### config.mk
export PLATFORM = sky130hd
export DESIGN_NAME = frame_bank_scheduler
export DESIGN_NICKNAME = d
export VERILOG_FILES = /design/src/rtl/frame_sched_pkg.sv /design/src/rtl/frame_skip_gate.sv /design/src/rtl/frame_bank_scheduler.sv
export SDC_FILE = /design/constraint.sdc
export NUM_CORES = 1
export LEC_CHECK = 0
export CORE_UTILIZATION = 55
export DETAILED_ROUTE_END_ITERATION = 7
export PLACE_DENSITY = 0.85
export REMOVE_ABC_BUFFERS = 1
export SYNTH_ARGS = -nofsm -noshare
export SYNTH_HDL_FRONTEND = slang
export SYNTH_SLANG_ARGS = --single-unit
### constraint.sdc
create_clock -name I_rgb_clk -period 3.9 [get_ports I_rgb_clk]
set_input_delay 0.78 -clock I_rgb_clk [delete_from_list [all_inputs] [get_ports I_rgb_clk]]
set_output_delay 0.78 -clock I_rgb_clk [all_outputs]
set_load 0.02 [all_outputs]
### src/rtl/frame_sched_pkg.sv
// Shared types and bank-selection helper for the frame bank scheduler.
package frame_sched_pkg;

  typedef enum logic [1:0] {
    IDLE       = 2'd0,
    WAIT_FRAME = 2'd1,
    WRITING    = 2'd2,
    BLOCKED    = 2'd3
  } state_t;

  typedef logic [1:0] bank_t;

  // Lowest-index bank that is neither d nor f.
  function automatic bank_t free_bank(input bank_t d, input bank_t f);
    if (d != 2'd0 && f != 2'd0) return 2'd0;
    if (d != 2'd1 && f != 2'd1) return 2'd1;
    return 2'd2;
  endfunction

endpackage

### src/rtl/frame_skip_gate.sv
// Modulo-SKIP_RATIO input frame counter; a write may start only when the count is zero.
module frame_skip_gate #(
  parameter int unsigned SKIP_RATIO = 1
) (
  input  logic clk,
  input  logic rst_n,
  input  logic clr,
  input  logic adv,
  output logic pass
);

  localparam int unsigned CNT_BITS = 4;

  logic [CNT_BITS-1:0] cnt;

  always_ff @(posedge clk) begin
    if (!rst_n || clr) begin
      cnt <= '0;
    end else if (adv) begin
      if (cnt == CNT_BITS'(SKIP_RATIO - 1)) cnt <= '0;
      else                                  cnt <= cnt + CNT_BITS'(1);
    end
  end

  assign pass = (cnt == '0);

endmodule

### src/rtl/frame_bank_scheduler.sv
// Double/triple-buffer bank ownership between the HDMI pixel writer and the SPI matrix reader.
// Optional input-frame decimation is built when FRAME_SKIP_EN is defined.
module frame_bank_scheduler
  import frame_sched_pkg::*;
#(
  parameter int unsigned NUM_BANKS  = 3,
  parameter int unsigned SKIP_RATIO = 1,
  parameter int unsigned CNT_W      = 16
) (
  input  logic             I_rgb_clk,
  input  logic             I_rst_n,
  input  logic             I_image_valid,
  input  logic             I_new_frame,
  input  logic             I_frame_done,
  input  logic             I_rd_req,
  output logic [1:0]       O_wr_bank,
  output logic             O_wr_enable,
  output logic [1:0]       O_rd_bank,
  output logic             O_rd_valid,
  output logic             O_rd_swap,
  output logic [CNT_W-1:0] O_drop_count,
  output logic [CNT_W-1:0] O_abort_count,
  output logic [1:0]       O_state
);

  if (NUM_BANKS != 2 && NUM_BANKS != 3) begin : g_bad_banks
    $error("frame_bank_scheduler: NUM_BANKS must be 2 or 3");
  end
  if (SKIP_RATIO < 1 || SKIP_RATIO > 15) begin : g_bad_skip
    $error("frame_bank_scheduler: SKIP_RATIO must be 1..15");
  end

  localparam bank_t RST_D = bank_t'(NUM_BANKS - 1);

  state_t           state;
  bank_t            w, d, f;
  logic             f_v;
  logic             wr_enable, rd_valid, rd_swap;
  logic [CNT_W-1:0] drop_cnt, abort_cnt;
  logic             skip_pass;
  logic             rd_take;
  logic             drop_inc;
  logic             commit;

  function automatic logic [CNT_W-1:0] sat_inc(input logic [CNT_W-1:0] v);
    return (v == '1) ? v : v + CNT_W'(1);
  endfunction

  assign rd_take = I_rd_req && f_v;
  assign commit  = I_image_valid && (state == WRITING) && I_frame_done;

`ifdef FRAME_SKIP_EN
  logic skip_adv;

  // The counter sees every frame that could start a write: in WAIT_FRAME or back-to-back with a commit.
  assign skip_adv = I_image_valid && I_new_frame &&
                    ((state == WAIT_FRAME) || (commit && NUM_BANKS == 3));

  frame_skip_gate #(
    .SKIP_RATIO(SKIP_RATIO)
  ) u_skip_gate (
    .clk  (I_rgb_clk),
    .rst_n(I_rst_n),
    .clr  (!I_image_valid),
    .adv  (skip_adv),
    .pass (skip_pass)
  );
`else
  assign skip_pass = 1'b1;
`endif

  // Frames lost: overwriting an unread fresh bank, or input frames arriving with no free bank.
  always_comb begin
    drop_inc = 1'b0;
    if (I_image_valid) begin
      if (commit)
        drop_inc = (f_v && !I_rd_req) || (NUM_BANKS == 2 && I_new_frame);
      else if (state == BLOCKED)
        drop_inc = I_new_frame;
    end
  end

  always_ff @(posedge I_rgb_clk) begin
    if (!I_rst_n) begin
      state     <= IDLE;
      w         <= 2'd0;
      d         <= RST_D;
      f         <= 2'd0;
      f_v       <= 1'b0;
      wr_enable <= 1'b0;
      rd_valid  <= 1'b0;
      rd_swap   <= 1'b0;
      drop_cnt  <= '0;
      abort_cnt <= '0;
    end else begin
      rd_swap <= 1'b0;
      if (drop_inc) drop_cnt <= sat_inc(drop_cnt);

      if (!I_image_valid) begin
        // Geometry lost: abandon the write and the fresh frame, keep showing the display bank.
        state     <= IDLE;
        wr_enable <= 1'b0;
        f_v       <= 1'b0;
        w         <= free_bank(d, d);
      end else begin
        unique case (state)
          IDLE: state <= WAIT_FRAME;

          WAIT_FRAME: begin
            if (I_new_frame && skip_pass) begin
              state     <= WRITING;
              wr_enable <= 1'b1;
            end
            if (rd_take) begin
              d        <= f;
              f_v      <= 1'b0;
              rd_valid <= 1'b1;
              rd_swap  <= 1'b1;
            end
          end

          WRITING: begin
            if (I_frame_done) begin
              // Commit first; a same-cycle read takes the just-written bank.
              f         <= w;
              wr_enable <= 1'b0;
              if (I_rd_req) begin
                d        <= w;
                f_v      <= 1'b0;
                rd_valid <= 1'b1;
                rd_swap  <= 1'b1;
              end else begin
                f_v <= 1'b1;
              end
              if (NUM_BANKS == 3) begin
                w <= I_rd_req ? free_bank(w, w) : free_bank(d, w);
                if (I_new_frame && skip_pass) begin
                  state     <= WRITING;
                  wr_enable <= 1'b1;
                end else begin
                  state <= WAIT_FRAME;
                end
              end else if (I_rd_req) begin
                w     <= d;
                state <= WAIT_FRAME;
              end else begin
                state <= BLOCKED;
              end
            end else begin
              if (I_new_frame) abort_cnt <= sat_inc(abort_cnt);
              if (rd_take) begin
                d        <= f;
                f_v      <= 1'b0;
                rd_valid <= 1'b1;
                rd_swap  <= 1'b1;
              end
            end
          end

          BLOCKED: begin
            wr_enable <= 1'b0;
            if (rd_take) begin
              d        <= f;
              w        <= d;
              f_v      <= 1'b0;
              rd_valid <= 1'b1;
              rd_swap  <= 1'b1;
              state    <= WAIT_FRAME;
            end
          end

          default: state <= IDLE;
        endcase
      end
    end
  end

  // Writer never touches the displayed bank, nor the fresh bank unless no free bank exists.
  always_ff @(posedge I_rgb_clk) begin
    if (I_rst_n) begin
      inv_wd: assert (w != d);
      inv_wf: assert (!(f_v && state != BLOCKED && w == f));
    end
  end

  assign O_wr_bank     = w;
  assign O_wr_enable   = wr_enable;
  assign O_rd_bank     = d;
  assign O_rd_valid    = rd_valid;
  assign O_rd_swap     = rd_swap;
  assign O_drop_count  = drop_cnt;
  assign O_abort_count = abort_cnt;
  assign O_state       = state;

endmodule

# Yosys cells after proc, flatten, opt, wreduce, memory -nomap -nowiden

Cells that the tools add are included.

Register bits after elaboration: 44
Latch bits: 0
Bits in writable memories: 0
Bits in read-only memories: 0
Bits of input ports: 6
Output and inout port bits: 41
Word-level logic and storage cells: 124
Memories kept: 0

Add/sub/neg operators: 2
Multiply operators: 0
Divide/modulo/power cells: 0
Magnitude comparators: 0
Equal/unequal tests: 14
Shift-type cells: 0
Mux-type cells: 74
Bitwise operators: 3
Reductions and logical operators: 21

Operators by type and width:

| cell                                                                     | count |
|---|---|
| 2-bit 2-to-1 mux                                                         | 23 |
| 1-bit 2-to-1 mux                                                         | 44 |
| 16-bit by 1-bit adder with 16-bit output (second input constant)         | 2 |
| 16-bit equality test (second input constant)                             | 2 |
| 3-bit AND reduction                                                      | 5 |
| 3-bit inequality test (second input constant)                            | 3 |
| 2-bit one-hot mux with 2 select lines                                    | 2 |
| 2-bit one-hot mux with 4 select lines                                    | 1 |
| 1-bit logical AND                                                        | 6 |
| 2-bit inequality test (second input constant)                            | 3 |
| 1-bit one-hot mux with 2 select lines                                    | 3 |
| 2-bit nonzero test                                                       | 3 |
| 5-bit AND reduction                                                      | 1 |
| 2-bit equality test (second input constant)                              | 2 |
| 2-bit by 1-bit inequality test with 1-bit output (second input constant) | 2 |
| 2-bit AND reduction                                                      | 2 |
| 3-bit by 1-bit inequality test with 1-bit output (second input constant) | 1 |
| 1-bit NOT                                                                | 3 |
| 1-bit one-hot mux with 3 select lines                                    | 1 |
| 3-bit nonzero test                                                       | 1 |
| 2-bit by 1-bit equality test with 1-bit output (second input constant)   | 1 |
| 2-bit zero test                                                          | 1 |
| 2-bit OR reduction                                                       | 1 |
| 1-bit zero test                                                          | 1 |

# Longest topological paths before layout

Depth in word-level cells: 18
Mapped depth: 9

# Worst setup path after synthesis

No wires, ideal clock.

Path kind: reg2reg
From: register state[0] (netlist: O_state[0])
To: register drop_cnt[8] (netlist: O_drop_count[8])
Library setup time: 0.070 ns
Data arrival time: 1.987 ns
Required time: 3.830 ns
Slack: 1.843 ns
Stages on the path, launching flop included: 10
Buffers on the path: 2
Period minus slack after synthesis: 2.057 ns
Path through: dfxtp_1 inv_1 ha_1 buf_2 nand2_1 a31o_4 nand3_2 buf_6 or4_1 a21oi_1

Word-level cells in the longest chain between the ends: 6

Ends and longest elaborated chain:

| element                           | line                        | RTL |
|---|---|---|
| start: declaration                | frame_bank_scheduler.sv:35  | `state_t state;` |
| start signal: assignment          | frame_bank_scheduler.sv:85  | `state <= IDLE;` |
| start signal: assignment          | frame_bank_scheduler.sv:101 | `state <= IDLE;` |
| start signal: assignment          | frame_bank_scheduler.sv:107 | `IDLE: state <= WAIT_FRAME;` |
| 2-bit equality test               | frame_bank_scheduler.sv:50  | `assign commit = I_image_valid && (state == WRITING) && I_frame_done;` |
| 1-bit logical AND (2 in series)   | frame_bank_scheduler.sv:50  |  |
| 1-bit 2-to-1 mux (*)              | frame_bank_scheduler.sv:76  | `if (commit)` |
| 1-bit 2-to-1 mux (*)              | frame_bank_scheduler.sv:75  | `if (I_image_valid) begin` |
| 2-bit AND reduction (no line) (*) | --                          |  |
| end signal: assignment            | frame_bank_scheduler.sv:97  | `if (drop_inc) drop_cnt <= sat_inc(drop_cnt);` |
| end: declaration                  | frame_bank_scheduler.sv:39  | `logic [CNT_W-1:0] drop_cnt, abort_cnt;` |

Mark *: on every way between the ends. The rest lies on a longest branch, timed or not.
A chain may end at the register's enable or synchronous reset.

# Worst setup path in the final report

From: input port I_frame_done
To: register drop_cnt[10] (netlist: O_drop_count[10])

Word-level cells in the longest chain between the ends: 4

Ends and longest elaborated chain:

| element                       | line                       | RTL |
|---|---|---|
| start: declaration            | frame_bank_scheduler.sv:14 | `input logic I_frame_done,` |
| 1-bit logical AND             | frame_bank_scheduler.sv:50 |  |
| 1-bit 2-to-1 mux              | frame_bank_scheduler.sv:76 |  |
| 1-bit 2-to-1 mux              | frame_bank_scheduler.sv:75 |  |
| 2-bit AND reduction (no line) | --                         |  |

No other way between the ends.

==> flow_summary_export.csv <==
group,metric,value,unit
route,via_per_inst,5.90,
clocking,cts_made_buffers,5,
critical_path,cp.required,4.11,ns
timing,finalSetupViolations,0,
clocking,cts_root_buf,"clkbuf_8",
synth,synth.area.top_cells,"dfxtp_1 (38%), nor2_1 (5.2%), xnor2_1 (4.9%), a21oi_1 (4.7%), nand2_1 (3.4%)",
timing,timing.setup.tns,0,ns
placed_design,pre_cts_slack,1.09,ns
critical_path,path_max_fanout,12,
run,drv_cap,0,
synth,synth_cell_type_count,51,
floorplan,fp.coreArea,4030,µm²
timing,worst_slew_pin_slew,1.02,ns
synth,syn-instance-count,278,
grt,overflow,0,
floorplan,die_x,67.0,µm
timing,slew-limit-headroom,31.7,%
synth,synth-edff-count,0,
route,drtPass1Iterations,4,
critical_path,critPathMaxStageDelay,0.64,ns
route,drtIter0Drc,186,
synth,synth_ff_type,"dfxtp_1",
route,drc,0,
hold_path,hp-start,"O_rd_valid",
power,pwr-share-comb,6.6,%
synth,postSynthAreaPerCell,8.35,µm²
critical_path,crit_chain,"clkdlybuf4s50_1 -> and4b_1 -> a31o_4 -> nand3_2 -> or4_1 -> a21oi_1",
route,wl_per_cell,14.2,µm
run_status,status,"finished clean",
hold_path,hold_depth,2,
synth,yosysTopAreaCellShare,38.0,%
grt,first_global_vias,1914,
critical_path,critPathSlowestCell,"clkdlybuf4s50_1",
hold_path,hold_path_end,"O_rd_valid",
cells_and_area,antenna-diode-count,0,
synth,yosys_warnings,0,
route,wl,5240,µm
grt,grt_use_total,25.0,%
power,totalPowerFinal,0.000807,W
power,p_int,0.000618,W
power,power.density,282,nW/µm²
hold_path,min_path_type,"reg2reg",
critical_path,end_kind,"flip-flop",
critical_path,rr_worst_depth,7,
placed_design,portBuffers,46,
clocking,clk_pin_slew_worst_paths,0.08,ns
timing,hold_violations,0,
synth,synthArstFlopShare,0,%
floorplan,initial_core_util,57.6,%
synth,ys_ff_latch,44,
synth,ys_seq_area_share,38.0,%
critical_path,r2r_setup_slack,1.66,ns
critical_path,start_kind,"input port",
timing,drv_slew,0,
floorplan,die_area,4480,µm²
power,peakVddDrop,252,µV
critical_path,r2r_start,"O_state[0]",
synth,synth_area,2320,µm²
timing,rsz0062_at_grt,"no",
cells_and_area,regArea,881,µm²
route,via_count,2184,
placed_design,dpl.hpwl,3710,µm
clocking,post_cts_resized,0,
clocking,cts.sinks,44,
route,drtAntennaViolNets,0,
cells_and_area,multi_input_area,1310,µm²
timing,fin_crit,2.52,ns
floorplan,pin_count,47,
clocking,clk_path_buf_depth,2,
grt,antenna_found_initial,0,
cells_and_area,drive_gt1_share,4.38,%
cells_and_area,layout-area-overhead-vs-synth,23.2,%
timing,finalCritPeriodShare,64.5,%
clocking,worst_skew_pair.late_latency,0.30,ns
critical_path,crit-reg2reg-capture,"O_drop_count[10]",
timing,fin_ws,1.38,ns
timing,clock-skew-final,0.00989,ns
power,power.leakage,0.919,nW
clocking,cts_setup_buffers,0,
placed_design,place_congestion,0.838,
critical_path,arrival,2.72,ns
floorplan,std_cell_rows,23,
synth,yosysTopAreaCell,"dfxtp_1",
power,switchingPower,0.000189,W
clocking,cts_hold_buf,0,
power,p_clk_share,36.7,%
critical_path,worstSetupPathType,"in2reg",
grt,grt_max_degree,33,
cells_and_area,fin_nets,331,
clocking,htreeDepth,2,
timing,fmax,397,MHz
cells_and_area,n_fill_cell,340,
power,switching_share,23.4,%
power,seqPwrFrac,56.7,%
grt,grt_pass1_wl,8560,µm
floorplan,die_h,67.0,µm
clocking,cts_tree,"done",
cells by family after synthesis:
| group | after synthesis | synth area share, % |
|---|---|---|
| xor gates and xnor gates | 14 | 5.28 |
| buffers and inverters | 24 | 5.50 |
| and+or+nand+nor | 126 | 29.3 |
| adders and majority gates | 6 | 3.23 |
| DFF | 44 | 38.0 |
| AOI/OAI and AO/OA | 59 | 16.6 |
| muxes | 5 | 2.16 |
worst max-delay path by stage:
| stage | slack, ns | startpoint | endpoint |
|---|---|---|---|
| CTS | 1.40 | I_frame_done | O_drop_count[10] |
| floorplan | 1.62 | O_abort_count[0] | O_abort_count[0] |
| finish | 1.38 | I_frame_done | O_drop_count[10] |
| global placement | 1.17 | I_image_valid | O_abort_count[14] |
| global route | 1.22 | I_image_valid | O_abort_count[15] |
| detailed placement | 1.09 | I_image_valid | O_abort_count[7] |
area by class of cell:
| cell class | instances | area share (%) |
|---|---|---|
| Multi-Input combinational cell | 210 | 45.9 |
| Sequential cell | 44 | 30.8 |
| Timing Repair Buffer | 47 | 16.4 |
| Clock buffer | 7 | 3.02 |
| Tap cell | 50 | 2.19 |
| Inverter | 11 | 1.44 |
| Clock inverter | 1 | 0.263 |
cells in the final DEF (no fill, tap or decap), types with 9 or more instances in the layout:
master and instances:
xnor2_1 13, inv_1 11, nor2_1 32, nor3_1 9, a21oi_1 22, nand2_1 21
dfxtp_1 44, clkdlybuf4s50_1 46, nand3_1 13, nand4_1 10
critical path: cells and delay by family:
family	cells	cell delay, ns
compound gates	2	0.30
buf+inv	1	0.64
simple gates	3	1.01
sequential cells by signal, summed over array words and instances (netlist names):
register / flops
O_abort_count: 16
O_drop_count: 16
O_rd_bank: 2
O_state: 2
O_wr_bank: 2
f: 2
O_rd_swap: 1
O_rd_valid: 1
O_wr_enable: 1
f_v: 1
routing by layer:
layer / share of wire [%] / track usage (%)
met2: 48 / 41.9
met3: 5.2 / 4.11
met1: 45 / 32.1
met5: 0 / 0
met4: 1.3 / 8.24
Yosys cell counts (all sizes together), types with 2 or more instances:
| master | number |
|---|---|
| a211oi | 3 |
| a21oi | 22 |
| a311oi | 2 |
| and3 | 4 |
| and4 | 2 |
| and4b | 2 |
| buf | 6 |
| clkbuf | 7 |
| dfxtp | 44 |
| ha | 6 |
| inv | 11 |
| mux2i | 5 |
| nand2 | 21 |
| nand2b | 4 |
| nand3 | 15 |
| nand4 | 11 |
| nor2 | 32 |
| nor2b | 2 |
| nor3 | 9 |
| nor4 | 6 |
| o21a | 2 |
| o21ai | 11 |
| o311ai | 2 |
| o31ai | 5 |
| o41ai | 2 |
| or3 | 7 |
| or4 | 6 |
| xnor2 | 13 |
through the flow:
step,std cells,util (%),instance area (µm²),hold slack [ns]
floorplan,265,-,2230,0.456
global placement,362,68.6,2770,0.452
detailed placement,362,68.6,2770,0.470
CTS,370,71.0,2860,0.487
global route,370,71.0,2860,0.520
finish,370,71.0,2860,0.483
power by group through the flow:
stage,Sequential [W],Combinational [W],Clock (W)
floorplan,0.000471,0.0000247,0
global placement,0.000468,0.0000515,0
detailed placement,0.000468,0.0000529,0
CTS,0.000457,0.0000530,0.000302
global route,0.000458,0.0000577,0.000320
finish,0.000457,0.0000536,0.000296
(Power assumes the default switching activity.)
